[src/rtl/median_pkg.sv]
// Shared types and helpers for the streaming median filter.
// Window geometry and FSM state encoding live here.
package median_pkg;

  typedef enum logic [1:0] {
    IDLE,
    RUN,
    FLUSH
  } state_t;

  localparam int WIN_MIN = 3;
  localparam int WIN_MAX = 9;

  function automatic int half(input int win);
    return (win - 1) / 2;
  endfunction

  function automatic bit win_ok(input int win);
    return (win >= WIN_MIN) && (win <= WIN_MAX) && (win % 2 == 1);
  endfunction

endpackage

[src/rtl/median_sort_net.sv]
// Odd-even transposition sorter over N words of W bits.
// Only the middle element of the sorted result is exposed.
module median_sort_net #(
  parameter int N = 3,
  parameter int W = 8
) (
  input  logic [N*W-1:0] din,
  output logic [W-1:0]   med
);

  logic [W-1:0] v [N];
  logic [W-1:0] t;

  always_comb begin
    t = '0;
    for (int i = 0; i < N; i++) v[i] = din[i*W +: W];
    // N alternating even/odd compare-exchange passes fully sort N words
    for (int s = 0; s < N; s++) begin
      for (int j = 0; j < N - 1; j++) begin
        if (((j % 2) == (s % 2)) && (v[j] > v[j+1])) begin
          t      = v[j];
          v[j]   = v[j+1];
          v[j+1] = t;
        end
      end
    end
    med = v[(N-1)/2];
  end

endmodule

[src/rtl/median_filter_stream.sv]
// Streaming 1-D median filter with line framing and edge replication.
// Two-stage pipeline: window register (S1) then output register (S2).
module median_filter_stream
  import median_pkg::*;
#(
  parameter int DATA_W = 8,
  parameter int WIN    = 3
) (
  input  logic              clk,
  input  logic              rst_n,
  input  logic              s_valid,
  output logic              s_ready,
  input  logic [DATA_W-1:0] s_data,
  input  logic              s_last,
  input  logic              bypass,
  output logic              m_valid,
  input  logic              m_ready,
  output logic [DATA_W-1:0] m_data,
  output logic              m_last
);

  localparam int H  = half(WIN);
  localparam int CW = $clog2(H + 1);

  if (!win_ok(WIN)) begin : g_bad_win
    $error("median_filter_stream: WIN must be odd and within 3..9");
  end

  state_t            state;
  logic [DATA_W-1:0] w [WIN];
  logic [CW-1:0]     sc;
  logic [CW-1:0]     fc;
  logic              byp;
  logic              s1_emit;
  logic              s1_last;

  logic              adv;
  logic              acc;
  logic              flush_step;
  logic              shift;
  logic              emit_n;
  logic              last_n;
  logic [DATA_W-1:0] din;
  logic [DATA_W-1:0] med;
  logic [WIN*DATA_W-1:0] win_flat;

  assign adv        = !m_valid || m_ready;
  assign s_ready    = adv && (state != FLUSH) && rst_n;
  assign acc        = s_valid && s_ready;
  assign flush_step = adv && (state == FLUSH);
  assign shift      = flush_step || (acc && (state == RUN));
  // shift index after this shift is sc+1; the load was index 0
  assign emit_n     = shift && ((int'(sc) + 1) >= H);
  assign last_n     = flush_step && (fc == CW'(H - 1));
  assign din        = (state == FLUSH) ? w[WIN-1] : s_data;

  always_comb begin
    win_flat = '0;
    for (int i = 0; i < WIN; i++) begin
      win_flat[i*DATA_W +: DATA_W] = w[i];
    end
  end

  median_sort_net #(
    .N (WIN),
    .W (DATA_W)
  ) u_sort (
    .din (win_flat),
    .med (med)
  );

  always_ff @(posedge clk) begin
    if (!rst_n) begin
      state   <= IDLE;
      sc      <= '0;
      fc      <= '0;
      byp     <= 1'b0;
      s1_emit <= 1'b0;
      s1_last <= 1'b0;
      m_valid <= 1'b0;
      m_data  <= '0;
      m_last  <= 1'b0;
      for (int i = 0; i < WIN; i++) w[i] <= '0;
    end else if (adv) begin
      m_valid <= s1_emit;
      m_data  <= byp ? w[H] : med;
      m_last  <= s1_last;
      s1_emit <= emit_n;
      s1_last <= last_n;
      if (shift) begin
        for (int i = 0; i < WIN - 1; i++) w[i] <= w[i+1];
        w[WIN-1] <= din;
        sc <= (sc == CW'(H)) ? sc : sc + 1'b1;
      end
      unique case (state)
        IDLE: begin
          if (acc) begin
            for (int i = 0; i < WIN; i++) w[i] <= s_data;
            sc    <= '0;
            fc    <= '0;
            byp   <= bypass;
            state <= s_last ? FLUSH : RUN;
          end
        end
        RUN: begin
          if (acc && s_last) begin
            fc    <= '0;
            state <= FLUSH;
          end
        end
        FLUSH: begin
          fc <= fc + 1'b1;
          if (last_n) state <= IDLE;
        end
        default: state <= IDLE;
      endcase
    end
  end

endmodule

[config.mk]
export PLATFORM = sky130hd
export DESIGN_NAME = median_filter_stream
export DESIGN_NICKNAME = d
export VERILOG_FILES = /design/src/rtl/median_pkg.sv /design/src/rtl/median_sort_net.sv /design/src/rtl/median_filter_stream.sv
export SDC_FILE = /design/constraint.sdc
export NUM_CORES = 1
export LEC_CHECK = 0
export CORE_AREA = 5 5 85 87
export DETAILED_ROUTE_END_ITERATION = 10
export DIE_AREA = 0 0 90 92
export DONT_BUFFER_PORTS = 1
export GPL_TIMING_DRIVEN = 0
export PLACE_DENSITY = 0.58
export SETUP_SLACK_MARGIN = 0.1
export SLEW_MARGIN = 20
export SYNTH_ARGS = -nofsm -noshare
export SYNTH_HDL_FRONTEND = slang
export SYNTH_SLANG_ARGS = --single-unit
[constraint.sdc]
create_clock -name clk -period 6.4 [get_ports clk]
set_input_delay 1.92 -clock clk [delete_from_list [all_inputs] [get_ports clk]]
set_output_delay 1.92 -clock clk [all_outputs]
set_load 0.02 [all_outputs]
==> impl_results.md <==
* Status: completed
* Leakage power at 1.11 nW
* Chip Width at 90 um
* Worst stage delay on the critical path at 0.44 ns
* CTS Buf Count at 5
* CP max-delay cell: edfxtp_1
* Slew margin rel. at 53.7%
* CP cell instances: inv_1, ha_1, nor2b_1, o211ai_1, a211o_1, a21boi_0, or2_2, ha_1, a21oi_1, o21ai_1, or2_1, buf_2, o21a_1, buf_2, o21ai_0, ha_1, and3_1, a221o_1, a21oi_2, o21a_1, o311ai_0, a31oi_1
* Metal-1 WL at 3520 um
* Register bit total from synthesis at 40
* Crit Reg-Reg Endpoint: m_data[3]
* Worst flop-to-flop path startpoint: w[0][9]
* Initial core utilization at 44.3%
* Synth area leader: edfxtp_1
* Clock Tree Buf Depth at 2
* Placed Instance Area at 2880 sq um
* DRT iter0 DRCs at 144
* CP startpoint kind: flop
* Reg2Reg Setup Slack at 0.59 ns
* Initial antenna violation count at 0
* Syn nets at 335
* Core ar. at 6280 sq um
* Max_cap viols at 0
* Setup Viol. Count Final at 0
* Setup TNS at 0 ns
* H-tree level count at 2
* Synth top area share at 25.9%
* Vias per cell at 6.11
* RSZ-0062 raised after global routing: no
* Worst EP required at 6.60 ns
* Setup ws final at 0.588 ns
* First-pass GRT wire length at 11700 um
* Root buf cell: clkbuf_8
* Placer's final routability congestion estimate at 0.857
* Clock tree sinks at 40
* Nets at 342
* Dominant cell by count in the synthesized netlist: o21ai_0
* Post-Syn Instances at 297
* Crit path capture type: flop
* Post-CTS Setup Repair Bufs at 0
* Cell mode on critical path: ha_1
* Count of pins over their slew limit at 0
* Cell Area, Synth at 2780 sq um
* CP Class: flop to flop
* Syn-to-layout area delta at 7.47%
* Routed wl met3 at 464 um
* Final Util at 47.6%
* Crit path max fanout at 10
* Layout cell share with drive strength beyond 1 at 10.2%
* Core Rows at 29
* Distinct cell type count after synthesis at 46
* Tmin final at 5.81 ns
* Worst r2r path cells at 22
* Ys Warns at 0
* Vias in the first global route at 2181
* Clock transition at path regs at 0.09 ns
* Top cells by area, synth: edfxtp_1 (26%), dfxtp_1 (12%), ha_1 (11%), o21ai_0 (6.3%), a22o_1 (5.0%)
* Via count at 2335
* Cell area after layout at 2990 sq um
* Worst-margin pin slew at 0.690 ns
* Overflow after GRT at 0
* Hold Path End: m_valid
* Post_cts resized at 0
* Final Hold Vio Count at 0
* DR WL/cell at 18.9 um
* Min-delay src: s1_emit
* Port buffer count at 0
* EDFF count, synth at 24
* Uppermost layer routed: met4
* Avg Cell Area, Syn at 9.36 sq um
* WP data arrival at 6.02 ns
* DRC violations left at 0
* Hold crit path type: flop to flop
* Register area share after synthesis at 37.4%
* Commonest cells post-synth: o21ai_0 (35), edfxtp_1 (24), ha_1 (24)
* Cell Pwr Density at 364 nW/um^2
* Area of the die at 8280 sq um
* Die Y at 92 um
* Max Clock Freq at 0.172 GHz
* Pin count of the biggest net entering global routing at 17
* Hold path depth at 1
* Dpl ws at 0.641 ns
* Fraction of registers with async set/reset at 0%
* Detail Placement HPWL at 5630 um
* Worst-Skew Late Latency at 0.30 ns
* Initial DRT Pass Iterations at 5
* Antenna Nets Post-Route at 0
* DR WL met2 at 3130 um
* TritonCTS clock tree: done
* Detailed Route WL at 7240 um
* Final Power at 1.09 mW
* Synth Flop Type: edfxtp_1
* Total GRT Usage at 17.5%
* Cts hold-fix bufs at 0
* Post-route clock skew at 0.00643 ns
* Diodes inserted at 0
* IO Pins at 25
* VDD IR max at 0.199 mV
* Crit share post-route at 90.8%
==> how the worst max path moves through the flow <==
| stage | startpoint | end | depth (start not counted) |
|---|---|---|---|
| 6_report | w[0][9] | m_data[3] | 22 |
| 5_1_grt | w[0][9] | m_data[1] | 22 |
| 4_1_cts | w[0][9] | m_data[3] | 22 |
| 3_5_place_dp | w[0][9] | m_data[3] | 22 |
| 3_3_place_gp | w[0][9] | m_data[3] | 22 |
| 2_1_floorplan | w[0][1] | m_data[1] | 21 |
==> sequential cells by signal, summed over array words and instances (netlist names) <==
signal   flops
m_valid      1
m_data       8
s1_emit      1
w           24
m_last       1
s1_last      1
fc           1
byp          1
state        2
==> layer usage <==
| layer | vias up | track usage, % |
|---|---|---|
| met5 | - | 0 |
| met4 | 0 | 6.33 |
| met3 | 16 | 4.99 |
| met2 | 83 | 24.8 |
| met1 | 1090 | 25.4 |
| li1 | 1146 | - |
==> report_power, final <==
group	internal, mW	total (mW)	switching (mW)
clock network	0.116	0.213	0.0973
logic	0.190	0.486	0.296
registers	0.320	0.389	0.0694
total	0.625	1.09	0.463
==> critical path, delay by kind of cell, from the launching register on <==
| family | cells | cell delay, ns |
|---|---|---|
| AOI/OAI and AO/OA | 12 | 3.04 |
| and+or+nand+nor | 4 | 0.89 |
| adders and majority gates | 3 | 0.83 |
| buffers and inverters | 3 | 0.51 |
| DFF | 1 | 0.44 |
==> cell usage in the layout (no fill, tap or decap), drive strengths merged, types with 5 or more instances in the layout <==
| master | netlist | layout |
|---|---|---|
| a31oi | 16 | 16 |
| clkbuf | 7 | 12 |
| o311ai | 8 | 8 |
| nor3 | 9 | 9 |
| a21oi | 11 | 11 |
| buf | 6 | 6 |
| dfxtp | 16 | 16 |
| nor2 | 7 | 7 |
| nand2 | 21 | 21 |
| a22o | 16 | 16 |
| nor2b | 14 | 14 |
| inv | 18 | 18 |
| o21a | 5 | 5 |
| or2 | 8 | 8 |
| o21ai | 40 | 40 |
| a21boi | 10 | 10 |
| o211ai | 9 | 9 |
| edfxtp | 24 | 24 |
| ha | 24 | 24 |
==> cells by family (layout without fill, tap and decap cells) <==
kind of cell               count (synthesis)  count (layout)  synth area share, %
and+or+nand+nor                           74              74                 15.3
muxes                                      3               3                 1.13
adders and majority gates                 24              24                 10.8
DFF                                       40              40                 37.4
AOI/OAI and AO/OA                        124             124                 30.3
buffers and inverters                     32              40                 5.04
==> per-stage QoR <==
stage | cells | hold WS (ns)
final | 382 | 0.473
after global routing | 382 | 0.492
after CTS | 382 | 0.477
after detailed placement | 374 | 0.460
after global placement | 374 | 0.452
after floorplan | 297 | 0.441
==> cell type report <==
| type | count | area, sq um |
|---|---|---|
| tap | 77 | 96.3 |
| clock inverter | 3 | 42.5 |
| inverter | 19 | 71.3 |
| multi-input combinational | 225 | 1600 |
| sequential | 40 | 1040 |
| buffer | 13 | 68.8 |
| clock buffer | 5 | 68.8 |
| fill | 628 | 3290 |
(Power assumes the default switching activity.)
